--- config.mk ---
export PLATFORM = sky130hd
export DESIGN_NAME = external_interrupt_unit_flat
export DESIGN_NICKNAME = d
export VERILOG_FILES = /design/src/rtl/external_interrupt_unit_if.sv /design/src/rtl/external_interrupt_unit.sv /design/src/flat_wrapper.sv
export SDC_FILE = /design/constraint.sdc
export NUM_CORES = 1
export LEC_CHECK = 0
export CORE_MARGIN = 8
export CORE_UTILIZATION = 46
export CTS_CLUSTER_SIZE = 12
export DETAILED_ROUTE_END_ITERATION = 7
export HOLD_SLACK_MARGIN = 0.06
export MAX_ROUTING_LAYER = met4
export PLACE_DENSITY = 0.83
export SYNTH_ARGS = -nofsm -noshare
export SYNTH_HDL_FRONTEND = slang
export SYNTH_SLANG_ARGS = --single-unit
--- constraint.sdc ---
create_clock -name clk -period 4.95 [get_ports clk]
set_clock_uncertainty 0.15 [all_clocks]
set_input_delay 1.2375 -clock clk [delete_from_list [all_inputs] [get_ports clk]]
set_output_delay 1.2375 -clock clk [all_outputs]
set_load 0.005 [all_outputs]
--- src/rtl/external_interrupt_unit_if.sv ---
// rtl/external_interrupt_unit_if.sv - pin, register and irq signals of the external interrupt unit
interface external_interrupt_unit_if;
  logic       pin_int0;
  logic       pin_int1;
  logic       pin_int2;
  logic       MCUCR_write_enable;
  logic [3:0] MCUCR_input_data;
  logic       ISC2_write_enable;
  logic       ISC2_input_data;
  logic       GICR_write_enable;
  logic [2:0] GICR_input_data;
  logic       GIFR_write_enable;
  logic [2:0] GIFR_input_data;
  logic       irq_ack;
  logic [1:0] irq_ack_vector;
  logic [3:0] MCUCR_output;
  logic       ISC2_output;
  logic [2:0] GICR_output;
  logic [2:0] GIFR_output;
  logic       irq_request;
  logic [1:0] irq_vector;

  modport master (
    output pin_int0, pin_int1, pin_int2,
    output MCUCR_write_enable, MCUCR_input_data, ISC2_write_enable, ISC2_input_data,
    output GICR_write_enable, GICR_input_data, GIFR_write_enable, GIFR_input_data,
    output irq_ack, irq_ack_vector,
    input  MCUCR_output, ISC2_output, GICR_output, GIFR_output, irq_request, irq_vector
  );

  modport slave (
    input  pin_int0, pin_int1, pin_int2,
    input  MCUCR_write_enable, MCUCR_input_data, ISC2_write_enable, ISC2_input_data,
    input  GICR_write_enable, GICR_input_data, GIFR_write_enable, GIFR_input_data,
    input  irq_ack, irq_ack_vector,
    output MCUCR_output, ISC2_output, GICR_output, GIFR_output, irq_request, irq_vector
  );
endinterface

--- src/rtl/external_interrupt_unit.sv ---
// rtl/external_interrupt_unit.sv - INT0/INT1/INT2 synchroniser, sense logic, flag registers and prioritised irq
// Source bit order everywhere is {INT1, INT0, INT2}, matching GICR/GIFR.
module external_interrupt_unit #(
  parameter int SYNC_STAGES = 2
) (
  input  logic                       clk,
  input  logic                       clr,
  external_interrupt_unit_if.slave   bus
);
  localparam logic [2:0] WARM_END = 3'(SYNC_STAGES + 1);

  logic [2:0] sync_q [SYNC_STAGES];
  logic [2:0] sync_d [SYNC_STAGES];
  logic [2:0] prev_q, prev_d;
  logic [2:0] warm_q, warm_d;
  logic [3:0] mcucr_q, mcucr_d;
  logic       isc2_q, isc2_d;
  logic [2:0] gicr_q, gicr_d;
  logic [2:0] gifr_q, gifr_d;
  logic [2:0] sync_lvl, rise, fall, edge_set, level, ack_clr, clr_mask, pending;
  logic       warm_done;
  logic [1:0] vector;

  function automatic logic isc_edge(input logic [1:0] isc, input logic r, input logic f);
    case (isc)
      2'b01:   return r | f;
      2'b10:   return f;
      2'b11:   return r;
      default: return 1'b0;
    endcase
  endfunction

  always_comb begin
    sync_d[0] = {bus.pin_int1, bus.pin_int0, bus.pin_int2};
    for (int i = 1; i < SYNC_STAGES; i++) begin
      sync_d[i] = sync_q[i-1];
    end
  end

  always_comb begin
    sync_lvl  = sync_q[SYNC_STAGES-1];
    prev_d    = sync_lvl;
    rise      = sync_lvl & ~prev_q;
    fall      = ~sync_lvl & prev_q;
    warm_done = (warm_q == WARM_END);
    warm_d    = warm_done ? warm_q : warm_q + 3'd1;

    edge_set = 3'b000;
    level    = 3'b000;
    if (warm_done) begin
      edge_set[2] = isc_edge(mcucr_q[3:2], rise[2], fall[2]);
      edge_set[1] = isc_edge(mcucr_q[1:0], rise[1], fall[1]);
      edge_set[0] = isc2_q ? rise[0] : fall[0];
      // Level sense taps the prev stage so it shares the edge-flag latency.
      level[2] = (mcucr_q[3:2] == 2'b00) & ~prev_q[2];
      level[1] = (mcucr_q[1:0] == 2'b00) & ~prev_q[1];
    end

    ack_clr = 3'b000;
    if (bus.irq_ack) begin
      case (bus.irq_ack_vector)
        2'd1:    ack_clr[1] = (mcucr_q[1:0] != 2'b00);
        2'd2:    ack_clr[2] = (mcucr_q[3:2] != 2'b00);
        2'd3:    ack_clr[0] = 1'b1;
        default: ack_clr = 3'b000;
      endcase
    end
    clr_mask = ack_clr | (bus.GIFR_write_enable ? bus.GIFR_input_data : 3'b000);
    gifr_d   = (gifr_q & ~clr_mask) | edge_set;

    mcucr_d = bus.MCUCR_write_enable ? bus.MCUCR_input_data : mcucr_q;
    isc2_d  = bus.ISC2_write_enable  ? bus.ISC2_input_data  : isc2_q;
    gicr_d  = bus.GICR_write_enable  ? bus.GICR_input_data  : gicr_q;

    pending = (gifr_q | level) & gicr_q;
    if (pending[1])      vector = 2'd1;
    else if (pending[2]) vector = 2'd2;
    else if (pending[0]) vector = 2'd3;
    else                 vector = 2'd0;
  end

  always_ff @(posedge clk) begin
    if (clr) begin
      for (int i = 0; i < SYNC_STAGES; i++) begin
        sync_q[i] <= 3'b000;
      end
      prev_q  <= 3'b000;
      warm_q  <= 3'd0;
      mcucr_q <= 4'b0000;
      isc2_q  <= 1'b0;
      gicr_q  <= 3'b000;
      gifr_q  <= 3'b000;
    end else begin
      for (int i = 0; i < SYNC_STAGES; i++) begin
        sync_q[i] <= sync_d[i];
      end
      prev_q  <= prev_d;
      warm_q  <= warm_d;
      mcucr_q <= mcucr_d;
      isc2_q  <= isc2_d;
      gicr_q  <= gicr_d;
      gifr_q  <= gifr_d;
    end
  end

  assign bus.MCUCR_output = mcucr_q;
  assign bus.ISC2_output  = isc2_q;
  assign bus.GICR_output  = gicr_q;
  assign bus.GIFR_output  = gifr_q;
  assign bus.irq_request  = |pending;
  assign bus.irq_vector   = vector;
endmodule

--- src/flat_wrapper.sv ---
// flat-port wrapper written by rule: the top's interface ports become plain ports
module external_interrupt_unit_flat 
#(
  parameter int SYNC_STAGES = 2
)
  (clk, clr, bus_pin_int0, bus_pin_int1, bus_pin_int2, bus_MCUCR_write_enable, bus_MCUCR_input_data, bus_ISC2_write_enable, bus_ISC2_input_data, bus_GICR_write_enable, bus_GICR_input_data, bus_GIFR_write_enable, bus_GIFR_input_data, bus_irq_ack, bus_irq_ack_vector, bus_MCUCR_output, bus_ISC2_output, bus_GICR_output, bus_GIFR_output, bus_irq_request, bus_irq_vector);
  external_interrupt_unit_if bus_i ();
  input  logic clk;
  input  logic clr;
  input wire logic [$bits(bus_i.pin_int0)-1:0] bus_pin_int0;
  input wire logic [$bits(bus_i.pin_int1)-1:0] bus_pin_int1;
  input wire logic [$bits(bus_i.pin_int2)-1:0] bus_pin_int2;
  input wire logic [$bits(bus_i.MCUCR_write_enable)-1:0] bus_MCUCR_write_enable;
  input wire logic [$bits(bus_i.MCUCR_input_data)-1:0] bus_MCUCR_input_data;
  input wire logic [$bits(bus_i.ISC2_write_enable)-1:0] bus_ISC2_write_enable;
  input wire logic [$bits(bus_i.ISC2_input_data)-1:0] bus_ISC2_input_data;
  input wire logic [$bits(bus_i.GICR_write_enable)-1:0] bus_GICR_write_enable;
  input wire logic [$bits(bus_i.GICR_input_data)-1:0] bus_GICR_input_data;
  input wire logic [$bits(bus_i.GIFR_write_enable)-1:0] bus_GIFR_write_enable;
  input wire logic [$bits(bus_i.GIFR_input_data)-1:0] bus_GIFR_input_data;
  input wire logic [$bits(bus_i.irq_ack)-1:0] bus_irq_ack;
  input wire logic [$bits(bus_i.irq_ack_vector)-1:0] bus_irq_ack_vector;
  output wire logic [$bits(bus_i.MCUCR_output)-1:0] bus_MCUCR_output;
  output wire logic [$bits(bus_i.ISC2_output)-1:0] bus_ISC2_output;
  output wire logic [$bits(bus_i.GICR_output)-1:0] bus_GICR_output;
  output wire logic [$bits(bus_i.GIFR_output)-1:0] bus_GIFR_output;
  output wire logic [$bits(bus_i.irq_request)-1:0] bus_irq_request;
  output wire logic [$bits(bus_i.irq_vector)-1:0] bus_irq_vector;
  assign bus_i.pin_int0 = bus_pin_int0;
  assign bus_i.pin_int1 = bus_pin_int1;
  assign bus_i.pin_int2 = bus_pin_int2;
  assign bus_i.MCUCR_write_enable = bus_MCUCR_write_enable;
  assign bus_i.MCUCR_input_data = bus_MCUCR_input_data;
  assign bus_i.ISC2_write_enable = bus_ISC2_write_enable;
  assign bus_i.ISC2_input_data = bus_ISC2_input_data;
  assign bus_i.GICR_write_enable = bus_GICR_write_enable;
  assign bus_i.GICR_input_data = bus_GICR_input_data;
  assign bus_i.GIFR_write_enable = bus_GIFR_write_enable;
  assign bus_i.GIFR_input_data = bus_GIFR_input_data;
  assign bus_i.irq_ack = bus_irq_ack;
  assign bus_i.irq_ack_vector = bus_irq_ack_vector;
  assign bus_MCUCR_output = bus_i.MCUCR_output;
  assign bus_ISC2_output = bus_i.ISC2_output;
  assign bus_GICR_output = bus_i.GICR_output;
  assign bus_GIFR_output = bus_i.GIFR_output;
  assign bus_irq_request = bus_i.irq_request;
  assign bus_irq_vector = bus_i.irq_vector;
  external_interrupt_unit #(.SYNC_STAGES(SYNC_STAGES)) u_core (.clk(clk), .clr(clr), .bus(bus_i));
endmodule
==> summary.md <==
| Metric | Value |
|---|---|
| Status | `finished clean` |
| Reg area | `460 µm²` |
| Synth Area in Adders | `7.53%` |
| Req. time, crit path | `3560 ps` |
| Post_cts resized | `0` |
| Detailed Routing Iterations Pass 1 | `4` |
| Setup TNS | `0 ps` |
| Period minus WS final | `3620 ps` |
| Largest family of logic cells by synthesized area | `simple AND/OR/NAND/NOR gates` |
| Synth Area in Simple Gates | `20.8%` |
| Antenna cells | `0` |
| Xor/xnor share of the synthesized area | `0.878%` |
| Synthesized area per cell | `9.68 µm²` |
| Setup repair bufs after CTS | `0` |
| Sequential area share after synthesis | `46.2%` |
| Setup crit end kind | `output port` |
| Layout cell share with drive strength beyond 1 | `5.76%` |
| Mux contribution to synthesized area | `10.0%` |
| Die H | `62.6 µm` |
| Initial antenna violation count | `0` |
| Fmax | `276 MHz` |
| Clk_lat worst skew | `310 ps` |
| Crit path max fanout | `9` |
| Initial detailed-routing violation count | `28` |
| Max-Cap Viols | `0` |
| Worst path top cell family by delay | `buffers and inverters` |
| Unrepaired setup endpoints after global routing | `false` |
| Total core area | `2130 µm²` |
| Most frequent cells in the layout | `clkdlybuf4s50_1 (36), dfxtp_1 (23), nor2_1 (15)` |
| Final WL | `2410 µm` |
| Worst slew margin | `45.6%` |
| Vias in the first global route | `848` |
| # H-tree levels | `1` |
| Row cnt | `17` |
| Ys Warns | `0` |
| Largest net degree at the start of global routing | `24` |
| LEAKAGE | `0.555 nW` |
| # clock sinks | `23` |
| Max Root-Sink Buffers | `2` |
| Critical Path AT | `2230 ps` |
| Routed len/inst | `14.4 µm` |
| Slew Limit Fails | `0` |
| Detail Placement HPWL | `1890 µm` |
| Endpoints failing setup | `0` |
| Antenna Nets Post-Route | `0` |
| Hold Violations, Final | `0` |
| Starting Density | `46.9%` |
| Gr ovfl total | `0` |
| GP Congestion | `0.767` |
| Area grow syn2layout | `40.0%` |
| Global Route Usage Sum | `13.0%` |
| P per Cell Area | `257 nW/µm²` |
| Syn Inst Count | `103` |
| Via count | `837` |
| Max IR drop VDD | `0.181 mV` |
| NumNets Final | `169` |
| Layout filler cell count | `177` |
| Post-CTS Hold Buffers | `0` |
| Sequence of cells on the critical path | `ha_1 > ha_1 > nor4b_2 > o21ai_2 > a21boi_1 > clkdlybuf4s50_1` |
| DRC | `0` |
| Period utilisation layout | `73.1%` |
| Setup CP Type | `reg2out` |
| Compound-gate portion of the synthesized area | `10.3%` |
| Number of vias per cell | `5.01` |
| Worst-path clk slew | `120 ps` |
| Slowest stage delay, CP | `510 ps` |
| Worst Path Buf+Inv | `1` |
| Most common cell on crit path | `ha_1` |
| Syn_nets | `132` |
| Yosys cell types | `21` |
| IO Pins | `37` |
| Worst Hold Class | `reg2reg` |
| Area of the multi-input gates | `494 µm²` |
| Leading cell type in the layout, fill and taps excluded | `clkdlybuf4s50_1` |
| Die ar. | `3910 µm²` |
| Final core occ | `65.6%` |
| R2r setup slk | `3510 ps` |
| Mapped Area | `997 µm²` |
| Port buffer count | `36` |
| CTS tree | `built` |
| Root Driver | `clkbuf_4` |
| Global-route wire length before repair | `3980 µm` |
| Critical Path Start Type | `flop` |
| CTS buffer count | `3` |
| Worst Max-Slew Pin Slew | `813 ps` |
| #FFs+latches synth | `23` |
| Die X | `62.6 µm` |
| CP max stage cell | `clkdlybuf4s50_1` |
-- state kept, by name (all words and copies together), names as in the netlist --
register	count
u_core.bus.ISC2_output	1
u_core.sync_q	6
u_core.prev_q	3
u_core.bus.GIFR_output	3
u_core.bus.GICR_output	3
u_core.warm_q	3
u_core.bus.MCUCR_output	4
-- synthesized netlist by cell type --
library cell,n,area share [%]
o21ai_2,2,1.8
inv_1,5,1.9
dfxtp_1,23,46
nor2_1,15,5.6
o211ai_1,6,4.5
nor3b_1,1,0.75
nor4b_2,1,1.5
nand2_1,8,3.0
a21o_1,1,0.75
buf_6,1,1.1
xor2_1,1,0.88
nor2b_1,8,5.0
nor4b_4,1,2.4
a21oi_1,4,2.0
nand3_1,5,2.5
ha_1,6,7.5
clkbuf_2,1,0.50
clkbuf_1,2,0.75
a21boi_1,1,0.75
mux2i_1,10,10
o21ai_0,1,0.50
-- per-stage QoR --
stage	worst slack (ps)	area [µm²]	total power [mW]	hold WS, ps	cells
finish	1330	1400	0.359	306	167
global route	1180	1400	0.379	326	167
CTS	1330	1400	0.362	311	167
detailed placement	1690	1370	0.278	286	163
global placement	1770	1370	0.274	267	163
floorplan	2310	997	0.244	264	103
-- cell type report --
type | instances | share of cell area, %
flip-flops and latches | 23 | 33.0
repair buffers | 36 | 25.8
inverters | 5 | 1.34
clock buffers | 3 | 1.61
clock inverters | 1 | 0.358
well taps | 28 | 2.51
multi-input cells | 71 | 35.4
-- path summary, 6_finish.rpt --
path,depth (start not counted),to,start
max,6,bus_irq_vector[1],u_core.warm_q[0]
min,1,u_core.sync_q[0][3],u_core.sync_q[0][0]
max reg2reg,4,u_core.bus.GIFR_output[0],u_core.warm_q[0]
min reg2reg,1,u_core.sync_q[0][3],u_core.sync_q[0][0]
-- cells by family (layout without fill, tap and decap cells) --
| family | after synthesis | after routing |
|---|---|---|
| mux | 10 | 10 |
| simple gates | 39 | 39 |
| buf+inv | 9 | 45 |
| flops | 23 | 23 |
| compound gates | 15 | 15 |
| xor+xnor | 1 | 1 |
| fa+ha+maj | 6 | 6 |
-- per-layer routing --
layer  routed length [µm]  vias up  track usage [%]
li1                     -      419                -
met1                  986      393             13.4
met2                 1280       21             22.0
met3                   95        4             4.12
met4                   46        0             5.98
met5                    0        -                -
-- power by group --
| part | total (mW) | leakage, nW | internal (mW) | switching, mW |
|---|---|---|---|---|
| sequential | 0.209 | 0.189 | 0.197 | 0.0112 |
| combinational | 0.0651 | 0.348 | 0.0409 | 0.0242 |
| clock | 0.0851 | 0.0177 | 0.0302 | 0.0549 |
Note: power is estimated with default switching activity, not from simulation.
